`src/rtl/wb_pkg.sv`:
```
// Shared widths and packed-slice helpers for the writeback arbiter.
// WB_RR_ARB_EN selects round-robin arbitration; default is fixed priority.
package wb_pkg;

    localparam int INT32W       = 32;
    localparam int REGFILE_SIZE = 5;
    localparam int NUM_REQ      = 3;

    function automatic logic [REGFILE_SIZE-1:0] rd_slice(
        input logic [NUM_REQ*REGFILE_SIZE-1:0] v,
        input int unsigned                     i
    );
        return REGFILE_SIZE'(v >> (i * REGFILE_SIZE));
    endfunction

    function automatic logic [INT32W-1:0] data_slice(
        input logic [NUM_REQ*INT32W-1:0] v,
        input int unsigned               i
    );
        return INT32W'(v >> (i * INT32W));
    endfunction

endpackage

```
`src/rtl/regfile_wb_arbiter_if.sv`:
```
// Writeback request bus: requesters drive valid/rd/data,
// the arbiter answers with a one-hot ready.
interface regfile_wb_arbiter_if #(
    parameter int INT32W       = wb_pkg::INT32W,
    parameter int REGFILE_SIZE = wb_pkg::REGFILE_SIZE,
    parameter int NUM_REQ      = wb_pkg::NUM_REQ
) ();

    logic [NUM_REQ-1:0]              req_valid;
    logic [NUM_REQ*REGFILE_SIZE-1:0] req_rd;
    logic [NUM_REQ*INT32W-1:0]       req_data;
    logic [NUM_REQ-1:0]              req_ready;

    modport master (
        output req_valid,
        output req_rd,
        output req_data,
        input  req_ready
    );

    modport slave (
        input  req_valid,
        input  req_rd,
        input  req_data,
        output req_ready
    );

endinterface

```
`src/rtl/wb_rr_arbiter.sv`:
```
// Request vector to one-hot grant. WB_RR_ARB_EN: round-robin with a
// last-grant pointer; otherwise fixed priority, lowest index wins.
module wb_rr_arbiter
    import wb_pkg::*;
#(
    parameter int N = NUM_REQ
) (
`ifdef WB_RR_ARB_EN
    input  logic         clk,
    input  logic         reset,
`endif
    input  logic [N-1:0] req,
    output logic [N-1:0] grant
);

`ifdef WB_RR_ARB_EN
    localparam int PW = (N > 1) ? $clog2(N) : 1;

    logic [PW-1:0] ptr;
    logic [PW-1:0] ptr_nxt;
    logic [PW-1:0] idx;
    int            t;

    // Search starts one above the last grant and wraps at N-1.
    always_comb begin
        grant   = '0;
        ptr_nxt = ptr;
        idx     = '0;
        t       = 0;
        for (int k = 1; k <= N; k++) begin
            t = int'(ptr) + k;
            if (t >= N) t = t - N;
            idx = PW'(t);
            if (grant == '0 && req[idx]) begin
                grant[idx] = 1'b1;
                ptr_nxt    = idx;
            end
        end
    end

    always_ff @(posedge clk or negedge reset) begin
        if (!reset) begin
            ptr <= '0;
        end else if (|grant) begin
            ptr <= ptr_nxt;
        end
    end
`else
    assign grant = req & (~req + N'(1));
`endif

endmodule

```
`src/rtl/regfile_wb_arbiter.sv`:
```
// Shares the regfile write port among writeback sources, tracks a busy
// scoreboard and flags RAW hazards. WB_RR_ARB_EN enables round-robin.
module regfile_wb_arbiter #(
    parameter int INT32W       = wb_pkg::INT32W,
    parameter int REGFILE_SIZE = wb_pkg::REGFILE_SIZE,
    parameter int NUM_REQ      = wb_pkg::NUM_REQ
) (
    input  logic                         clk,
    input  logic                         reset,
    regfile_wb_arbiter_if.slave          bus,
    input  logic                         issue_valid,
    input  logic [REGFILE_SIZE-1:0]      issue_rd,
    input  logic [REGFILE_SIZE-1:0]      chk_rs1,
    input  logic [REGFILE_SIZE-1:0]      chk_rs2,
    output logic                         hazard_rs1,
    output logic                         hazard_rs2,
    output logic [2**REGFILE_SIZE-1:0]   busy,
    output logic [REGFILE_SIZE-1:0]      rf_rd,
    output logic [INT32W-1:0]            rf_dataRd
);

    localparam int NREG = 2 ** REGFILE_SIZE;

    logic [NUM_REQ-1:0]      grant;
    logic [NUM_REQ-1:0]      ready;
    logic                    xfer;
    logic [REGFILE_SIZE-1:0] sel_rd;
    logic [INT32W-1:0]       sel_data;
    logic [NREG-1:0]         busy_nxt;

    wb_rr_arbiter #(
        .N     (NUM_REQ)
    ) u_arb (
`ifdef WB_RR_ARB_EN
        .clk   (clk),
        .reset (reset),
`endif
        .req   (bus.req_valid),
        .grant (grant)
    );

    assign ready         = grant & {NUM_REQ{reset}};
    assign bus.req_ready = ready;
    assign xfer          = |(bus.req_valid & ready);

    always_comb begin
        sel_rd   = '0;
        sel_data = '0;
        for (int i = 0; i < NUM_REQ; i++) begin
            if (ready[i]) begin
                sel_rd   = wb_pkg::rd_slice(bus.req_rd, i);
                sel_data = wb_pkg::data_slice(bus.req_data, i);
            end
        end
    end

    // A same-cycle issue to the written register must stay busy.
    always_comb begin
        busy_nxt = busy;
        if (xfer) busy_nxt[sel_rd] = 1'b0;
        if (issue_valid && issue_rd != '0) busy_nxt[issue_rd] = 1'b1;
        busy_nxt[0] = 1'b0;
    end

    always_ff @(posedge clk or negedge reset) begin
        if (!reset) begin
            rf_rd     <= '0;
            rf_dataRd <= '0;
            busy      <= '0;
        end else begin
            rf_rd     <= xfer ? sel_rd : '0;
            rf_dataRd <= xfer ? sel_data : '0;
            busy      <= busy_nxt;
        end
    end

    // rf_rd term covers the write still one edge from commit.
    assign hazard_rs1 = (chk_rs1 != '0) &&
                        (busy[chk_rs1] || rf_rd == chk_rs1);
    assign hazard_rs2 = (chk_rs2 != '0) &&
                        (busy[chk_rs2] || rf_rd == chk_rs2);

endmodule

```
`src/flat_wrapper.sv`:
```
// flat-port wrapper written by rule: the top's interface ports become plain ports
module regfile_wb_arbiter_flat 
#(
    parameter int INT32W       = wb_pkg::INT32W,
    parameter int REGFILE_SIZE = wb_pkg::REGFILE_SIZE,
    parameter int NUM_REQ      = wb_pkg::NUM_REQ
)
  (clk, reset, issue_valid, issue_rd, chk_rs1, chk_rs2, hazard_rs1, hazard_rs2, busy, rf_rd, rf_dataRd, bus_req_valid, bus_req_rd, bus_req_data, bus_req_ready);
  regfile_wb_arbiter_if #(.INT32W(INT32W), .REGFILE_SIZE(REGFILE_SIZE), .NUM_REQ(NUM_REQ)) bus_i ();
  input  logic clk;
  input  logic reset;
  input  logic issue_valid;
  input  logic [REGFILE_SIZE-1:0] issue_rd;
  input  logic [REGFILE_SIZE-1:0] chk_rs1;
  input  logic [REGFILE_SIZE-1:0] chk_rs2;
  output logic hazard_rs1;
  output logic hazard_rs2;
  output logic [2**REGFILE_SIZE-1:0] busy;
  output logic [REGFILE_SIZE-1:0] rf_rd;
  output logic [INT32W-1:0] rf_dataRd;
  input wire logic [$bits(bus_i.req_valid)-1:0] bus_req_valid;
  input wire logic [$bits(bus_i.req_rd)-1:0] bus_req_rd;
  input wire logic [$bits(bus_i.req_data)-1:0] bus_req_data;
  output wire logic [$bits(bus_i.req_ready)-1:0] bus_req_ready;
  assign bus_i.req_valid = bus_req_valid;
  assign bus_i.req_rd = bus_req_rd;
  assign bus_i.req_data = bus_req_data;
  assign bus_req_ready = bus_i.req_ready;
  regfile_wb_arbiter #(.INT32W(INT32W), .REGFILE_SIZE(REGFILE_SIZE), .NUM_REQ(NUM_REQ)) u_core (.clk(clk), .reset(reset), .bus(bus_i), .issue_valid(issue_valid), .issue_rd(issue_rd), .chk_rs1(chk_rs1), .chk_rs2(chk_rs2), .hazard_rs1(hazard_rs1), .hazard_rs2(hazard_rs2), .busy(busy), .rf_rd(rf_rd), .rf_dataRd(rf_dataRd));
endmodule
```
`config.mk`:
```
export PLATFORM = sky130hd
export DESIGN_NAME = regfile_wb_arbiter_flat
export DESIGN_NICKNAME = d
export VERILOG_FILES = /design/src/rtl/wb_pkg.sv /design/src/rtl/regfile_wb_arbiter_if.sv /design/src/rtl/wb_rr_arbiter.sv /design/src/rtl/regfile_wb_arbiter.sv /design/src/flat_wrapper.sv
export SDC_FILE = /design/constraint.sdc
export NUM_CORES = 1
export LEC_CHECK = 0
export ABC_AREA = 1
export CORE_ASPECT_RATIO = 0.9
export CORE_UTILIZATION = 38
export DETAILED_ROUTE_END_ITERATION = 10
export DONT_BUFFER_PORTS = 1
export GPL_ROUTABILITY_DRIVEN = 0
export PLACE_DENSITY = 0.53
export SLEW_MARGIN = 40
export SYNTH_ARGS = -nofsm -noshare
export SYNTH_HDL_FRONTEND = slang
export SYNTH_SLANG_ARGS = --single-unit
export TNS_END_PERCENT = 30
```
`constraint.sdc`:
```
create_clock -name clk -period 1.1 [get_ports clk]
set_input_delay 0.11 -clock clk [delete_from_list [all_inputs] [get_ports clk]]
set_output_delay 0.11 -clock clk [all_outputs]
set_load 0.05 [all_outputs]
```
==> results of run 1 <==
power groups by stage:
| stage | clock [uW] | sequential (uW) | combinational, uW |
|---|---|---|---|
| 4_1_cts | 2160 | 3540 | 3770 |
| 2_1_floorplan | 0 | 4610 | 960 |
| 5_1_grt | 2250 | 3600 | 4300 |
| 6_report | 2140 | 3570 | 4060 |
| 3_3_place_gp | 0 | 3550 | 3140 |
| 3_5_place_dp | 0 | 3570 | 3170 |
Yosys cell counts, types with 2 or more instances:
master | number | area, um2
nand2_1 | 238 | 893
nand3_1 | 71 | 355
dfrtp_1 | 68 | 1700
inv_1 | 45 | 169
o21ai_1 | 28 | 140
nor2_1 | 24 | 90.1
clkbuf_1 | 12 | 45.0
o21ai_0 | 10 | 50.1
a21oi_1 | 9 | 45.0
nor3_1 | 9 | 45.0
nand2_2 | 7 | 43.8
inv_2 | 6 | 22.5
nand4_1 | 5 | 31.3
buf_2 | 4 | 20.0
o22ai_1 | 3 | 18.8
xor2_1 | 3 | 26.3
buf_4 | 2 | 15.0
nand3_2 | 2 | 20.0
nor2_2 | 2 | 12.5
nor2_4 | 2 | 22.5
o211ai_1 | 2 | 15.0
layer usage:
metal | vias to the layer above | wire (um) | global-route usage (%)
li1 | 2137 | - | -
met1 | 2118 | 6130 | 36.9
met2 | 260 | 7280 | 48.6
met3 | 49 | 1370 | 7.91
met4 | 0 | 469 | 11.5
met5 | - | 0 | 0
state kept, by name, indices dropped and copies added, names as in the netlist:
name and count:
u_core.busy 31, u_core.rf_dataRd 32, u_core.rf_rd 5
final cells by class:
class,count,area (um2)
Sequential cell,68,1780
Fill cell,805,3590
Tap cell,126,158
Multi-Input combinational cell,422,1950
Clock buffer,9,124
Timing Repair Buffer,185,1870
Inverter,51,195
Clock inverter,7,76.3
repair_timing:
item	in CTS	in global routing
setup endpoints to repair	40	47
gates resized for setup	58	48
pin swaps	8	13
hold endpoints to repair	119	68
gates cloned	0	0
setup buffers	3	8
worst paths after layout:
check	startpoint	endpoint	slack (ps)	cells after the start
max in group asynchronous	reset	u_core.busy[15]	1520	0
hold / removal	reset	u_core.rf_dataRd[31]	-550	0
min in group clk	issue_rd[1]	u_core.busy[1]	30	3
hold reg to reg	u_core.busy[8]	u_core.busy[8]	550	2
setup reg to reg	u_core.busy[22]	u_core.busy[22]	80	5
setup / recovery	u_core.busy[15]	hazard_rs1	-660	10
worst reg2reg max path, stage by stage, from the launching register on:
cell and delay [ps]:
dfrtp_2 430, buf_6 120, buf_6 110, buf_4 120
o21ai_1 60, nand2_1 70
through the flow:
step	utilization [%]	cell area (um2)	total power (uW)	cells	TNS (ps)
after floorplan	-	3910	5570	559	-1440
after global placement	46.8	4560	6690	741	-8380
after detailed placement	46.8	4560	6730	741	-9390
after CTS	61.2	5960	9470	862	-2650
after global routing	63.2	6150	10100	868	-3200
final	63.2	6150	9770	868	-2530
logic make-up after synthesis:
family | after synthesis | synth area share [%]
and+or+nand+nor | 365 | 40.8
buffers and inverters | 69 | 7.05
DFF | 68 | 44.2
AOI/OAI and AO/OA | 52 | 6.98
xor gates and xnor gates | 4 | 0.910
other | 1 | 0.0974
==> results.md, run 1 <==
- Most frequent cells in the layout: 232 x nand2_1, 102 x dlygate4sd3_1, 68 x nand3_1
- Failing checks: hold timing, setup timing
- Per-cell routed wire length: 17.6 um
- Gr ovfl total: 0
- Worst hold slack: -553 ps
- Fin crit period: about 1800 ps
- FMAX: between 500 and 600 MHz
- Critical Path RT: around 990 ps
- CP Class: flop to output pin
- Std cell rows: 34
- Antenna cells: 0
- I/O pins: between 200 and 250
- Initial antenna violation count: 0
- YS warnings: 0
- Worst setup margin: -664 ps
- Seq/Total Area, Yosys: between 40% and 50%
- Worst Setup End Kind: output pin
- P_int: around 5700 uW
- PD cells: around 1600 nW/um2
- Largest delay share family, worst path: simple AND/OR/NAND/NOR gates
- Via count: approximately 4600
- Mapped Nets: about 690
- Final Hold Fails: about 70
- Period utilisation layout: 160%
- Port bufs: 0
- Sequential share of power: 36.6%
- ANT nets after route: 0
- Clk root buf: clkbuf_8
- Drt total wl: between 15000 and 20000 um
- Switching pwr: roughly 4100 uW
- # hold bufs at CTS: roughly 100
- Total global-route track usage: between 20% and 30%
- Dpl ws: -314 ps
- Gate Count Post-Synth: 559
- CP arrival: between 1500 and 2000 ps
- Final #Nets: 869
- Status: finished, violations left
- Unique masters post-synth: 28
- Drt drc: 0
- CP cell instances: inv_2 > nand2_1 > nand3_1 > nand3_2 > nand3_1 > nand2_1 > nand2_2 > nand3_2 > nand2_2 > clkinvlp_4
- Max_cap viols: 0
- Net Sw Frac: a little over two fifths
- Global-route wire length before repair: ~24000 um
- Core Area: 9740 um2
- Clock Tree Buf Depth: 2
- Layout Skew: 0 ps
- Number of synthesized flops with an enable pin: 0
- Total clock sinks: 68
- Clk Latency, worst-skew pair: 350 ps
- Vias in the first global route: approximately 4700
- CTS tree: yes
- Chip Height: between 90 and 100 um
- RSZ-0062 raised after global routing: yes
- Die area: 10500 um2
- Slew Viols, Final: 0
- CP max FO: 2
- CTS clk-pin slew, worst paths: 80 ps
- H-tree Lvls: 3
- Slowest cell on crit path: dfrtp_2
- Clock network power share: between 20% and 30%
- Worst vdd ir: around 1.2 mV
- DRT iter0 DRCs: about 430
- Initial Util: about two fifths
- Flops & latches, synth: between 60 and 70
- P&R area growth vs syn: 59.8%
- Die W: between 100 and 150 um
- Commonest non-fill, non-tap cell in the layout: nand2_1
- Leakage: around 0.0029 uW
- CP max stage delay: 410 ps
- Largest net degree at the start of global routing: 71
- Syn Area/Cell: around 6.9 um2
- 1st-pass router iterations: 5
- Synth Flop Type: dfrtp_1
- CP Launch Type: flop
- DP HPWL: 9690 um
- Asr flop ratio synth: between 90% and 100%
- Number of CTS-inserted buffers: 9
- Mapped Area: 3850 um2
- CP Buf/Inv Count: 2
- Combinational Power Share: a little over two fifths
- Vias per cell: between 5 and 6
- Layout cells sized above 1: 28.7%
- Setup violations, final: 18
- Hold Crit Class: input pin to asynchronous set/reset pin
Note: power is estimated with default switching activity, not from simulation.
==> run 2, diff against run 1 <==
--- a/config.mk
+++ b/config.mk
@@ -8,10 +8,12 @@
 export ABC_AREA = 1
 export CORE_ASPECT_RATIO = 0.9
 export CORE_UTILIZATION = 38
+export CTS_CLUSTER_SIZE = 30
 export DETAILED_ROUTE_END_ITERATION = 10
 export DONT_BUFFER_PORTS = 1
 export GPL_ROUTABILITY_DRIVEN = 0
 export PLACE_DENSITY = 0.53
+export REMOVE_ABC_BUFFERS = 1
 export SLEW_MARGIN = 40
 export SYNTH_ARGS = -nofsm -noshare
 export SYNTH_HDL_FRONTEND = slang
==> run 2 against run 1 <==
Effect of this change: the run still ends with hold timing, setup timing left; combinational power shrank 4%; setup slack gained 39 ps; critical path depth shrank 3; largest power group unchanged; non-clock buffer count grew 6.
==> results.md, run 2 (synthesized netlist as in run 1, its figures left out) <==
- Critical Path RT: slightly below 1000 ps
- Drt drc: 0
- Initial antenna violation count: 0
- 1st-pass router iterations: 5
- ANT nets after route: 0
- Combinational Power Share: ~40%
- Reg with most FFs: u_core.rf_dataRd
- Vias in the first global route: 4703
- Post-route cell area: about 6100 um2
- CP max FO: 3
- Total global-route track usage: between 20% and 30%
- Number of CTS-inserted buffers: 9
- Clock network power share: between 20% and 30%
- Failing checks: hold timing, setup timing
- P_int: between 5000 and 6000 uW
- Clk root buf: clkbuf_8
- Vias per cell: 5.23
- Status: finished, violations left
- Final #Nets: between 800 and 900
- Worst hold slack: -549 ps
- Initial Util: around two fifths
- Worst Setup End Kind: output pin
- Clock Tree Buf Depth: 2
- Filler cells: ~800
- PD cells: between 1500 and 2000 nW/um2
- DP HPWL: approximately 10000 um
- Port bufs: 0
- CTS tree: yes
- Switching pwr: about 4000 uW
- Max reg flops: 32
- Total clock sinks: between 60 and 70
- Slew Viols, Final: 0
- Setup total negative slack: -2810 ps
- Largest registers: u_core.rf_dataRd (32), u_core.busy (31), u_core.rf_rd (5)
- I/O pins: around 210
- Gr ovfl total: 0
- DP Area: about 4600 um2
- Most frequent cells in the layout: 233 x nand2_1, 103 x dlygate4sd3_1, 69 x nand3_1
- Tot Pwr: 9590 uW
- Setup violations, final: 21
- Hold Crit Class: input pin to asynchronous set/reset pin
- Worst setup margin: -625 ps
- Clk Latency, worst-skew pair: approximately 340 ps
- Period utilisation layout: 157%
- Layout cells sized above 1: ~23%
- Leakage: a little under 0.003 uW
- Per-cell routed wire length: around 17 um
- # hold bufs at CTS: roughly 100
- Global-route wire length before repair: between 20000 and 25000 um
- Max_cap viols: 0
- Core Area: a little under 10000 um2
- FMAX: approximately 580 MHz
- Die W: 108 um
- P&R area growth vs syn: 58.4%
- H-tree Lvls: 3
- Largest net degree at the start of global routing: between 70 and 80
- CTS clk-pin slew, worst paths: ~80 ps
- CP Class: flop to output pin
- Layout Skew: 0 ps
- CP arrival: between 1500 and 2000 ps
- Commonest non-fill, non-tap cell in the layout: nand2_1
- Dpl ws: -281 ps
- Std cell rows: 34
- Net Sw Frac: a little over two fifths
- Final Hold Fails: 68
- DRT iter0 DRCs: 405
- Chip Height: 97.5 um
- Drt total wl: 15200 um
- Via count: roughly 4600
- Die area: 10500 um2
- Layout Utilization: 62.6%
- Fin crit period: 1730 ps
- Worst vdd ir: 0.785 mV
- CP Launch Type: flop
- Sequential share of power: a little under two fifths
- Antenna cells: 0
- RSZ-0062 raised after global routing: yes
==> run 2: cell count changes in the layout (fill, tap and decap cells not counted), moves of 2 or more <==
| cell | change |
|---|---|
| dfrtp_1 | +35 |
| nand2_2 | -2 |
| inv_1 | +3 |
| buf_6 | -5 |
| dfrtp_2 | -35 |
| a21oi_1 | +2 |
| inv_2 | -2 |
| nor2_2 | -2 |
| nor2_1 | +2 |
| buf_4 | +11 |
==> run 2: per-layer routing <==
metal / vias up / track usage, % / wire, um / share of wire (%)
met5: - / 0 / 0 / 0
met4: 0 / 11.8 / 425 / 2.8
met3: 53 / 8.52 / 1500 / 9.9
met2: 262 / 45.3 / 7080 / 47
met1: 2105 / 40.1 / 6150 / 41
li1: 2147 / - / - / -
==> run 2: critical path: stages, from the launching register on <==
cell and delay, ps:
dfrtp_1 410, xor2_1 170, nor3_1 140, nand3_1 100, nand2_1 70, nor2_1 50, a21oi_1 120, buf_4 220
==> run 2: area by class of cell <==
cell class	count	area [um2]	area share [%]
clock buffer	9	124	2.03
inverter	51	191	3.14
tap	126	158	2.58
sequential	68	1740	28.5
clock inverter	7	75.1	1.23
timing repair buffer	191	1890	31.0
multi-input combinational	422	1920	31.5
==> run 2: final timing paths <==
path                       cells past startpoint                   end             from  slack (ps)
min reg2reg                                    2        u_core.busy[8]   u_core.busy[8]         580
min in group clk                               3        u_core.busy[1]      issue_rd[1]          10
min                                            0  u_core.rf_dataRd[23]            reset        -550
max                                            7            hazard_rs2  u_core.rf_rd[0]        -630
max in group asynchronous                      0  u_core.rf_dataRd[25]            reset        1540
max reg2reg                                    5       u_core.busy[22]  u_core.busy[22]          50
==> run 2: through the flow <==
step                hold WS [ps]  std cells
global route                -577        874
CTS                         -562        868
detailed placement          -185        746
finish                      -549        874
floorplan                   -186        541
global placement            -184        746
==> run 2: power by group through the flow <==
stage / Clock (uW) / Combinational (uW) / Sequential [uW]
2_1_floorplan: 0 / 907 / 4540
3_3_place_gp: 0 / 3100 / 3550
3_5_place_dp: 0 / 3130 / 3550
4_1_cts: 2160 / 3640 / 3530
5_1_grt: 2290 / 4140 / 3610
6_report: 2120 / 3880 / 3580
==> run 2: timing repair <==
action / 4_1_cts / 5_1_grt
resized for setup: 47 / 50
hold endpoints to repair: 122 / 68
pin swaps: 5 / 2
buffers inserted: 5 / 9
endpoints found under the setup margin: 32 / 64
==> run 3, diff against run 2 <==
--- a/config.mk
+++ b/config.mk
@@ -13,7 +13,6 @@
 export DONT_BUFFER_PORTS = 1
 export GPL_ROUTABILITY_DRIVEN = 0
 export PLACE_DENSITY = 0.53
-export REMOVE_ABC_BUFFERS = 1
 export SLEW_MARGIN = 40
 export SYNTH_ARGS = -nofsm -noshare
 export SYNTH_HDL_FRONTEND = slang
==> results of run 3 <==
The final DEF is identical to that of run 1; final timing and power are the same.
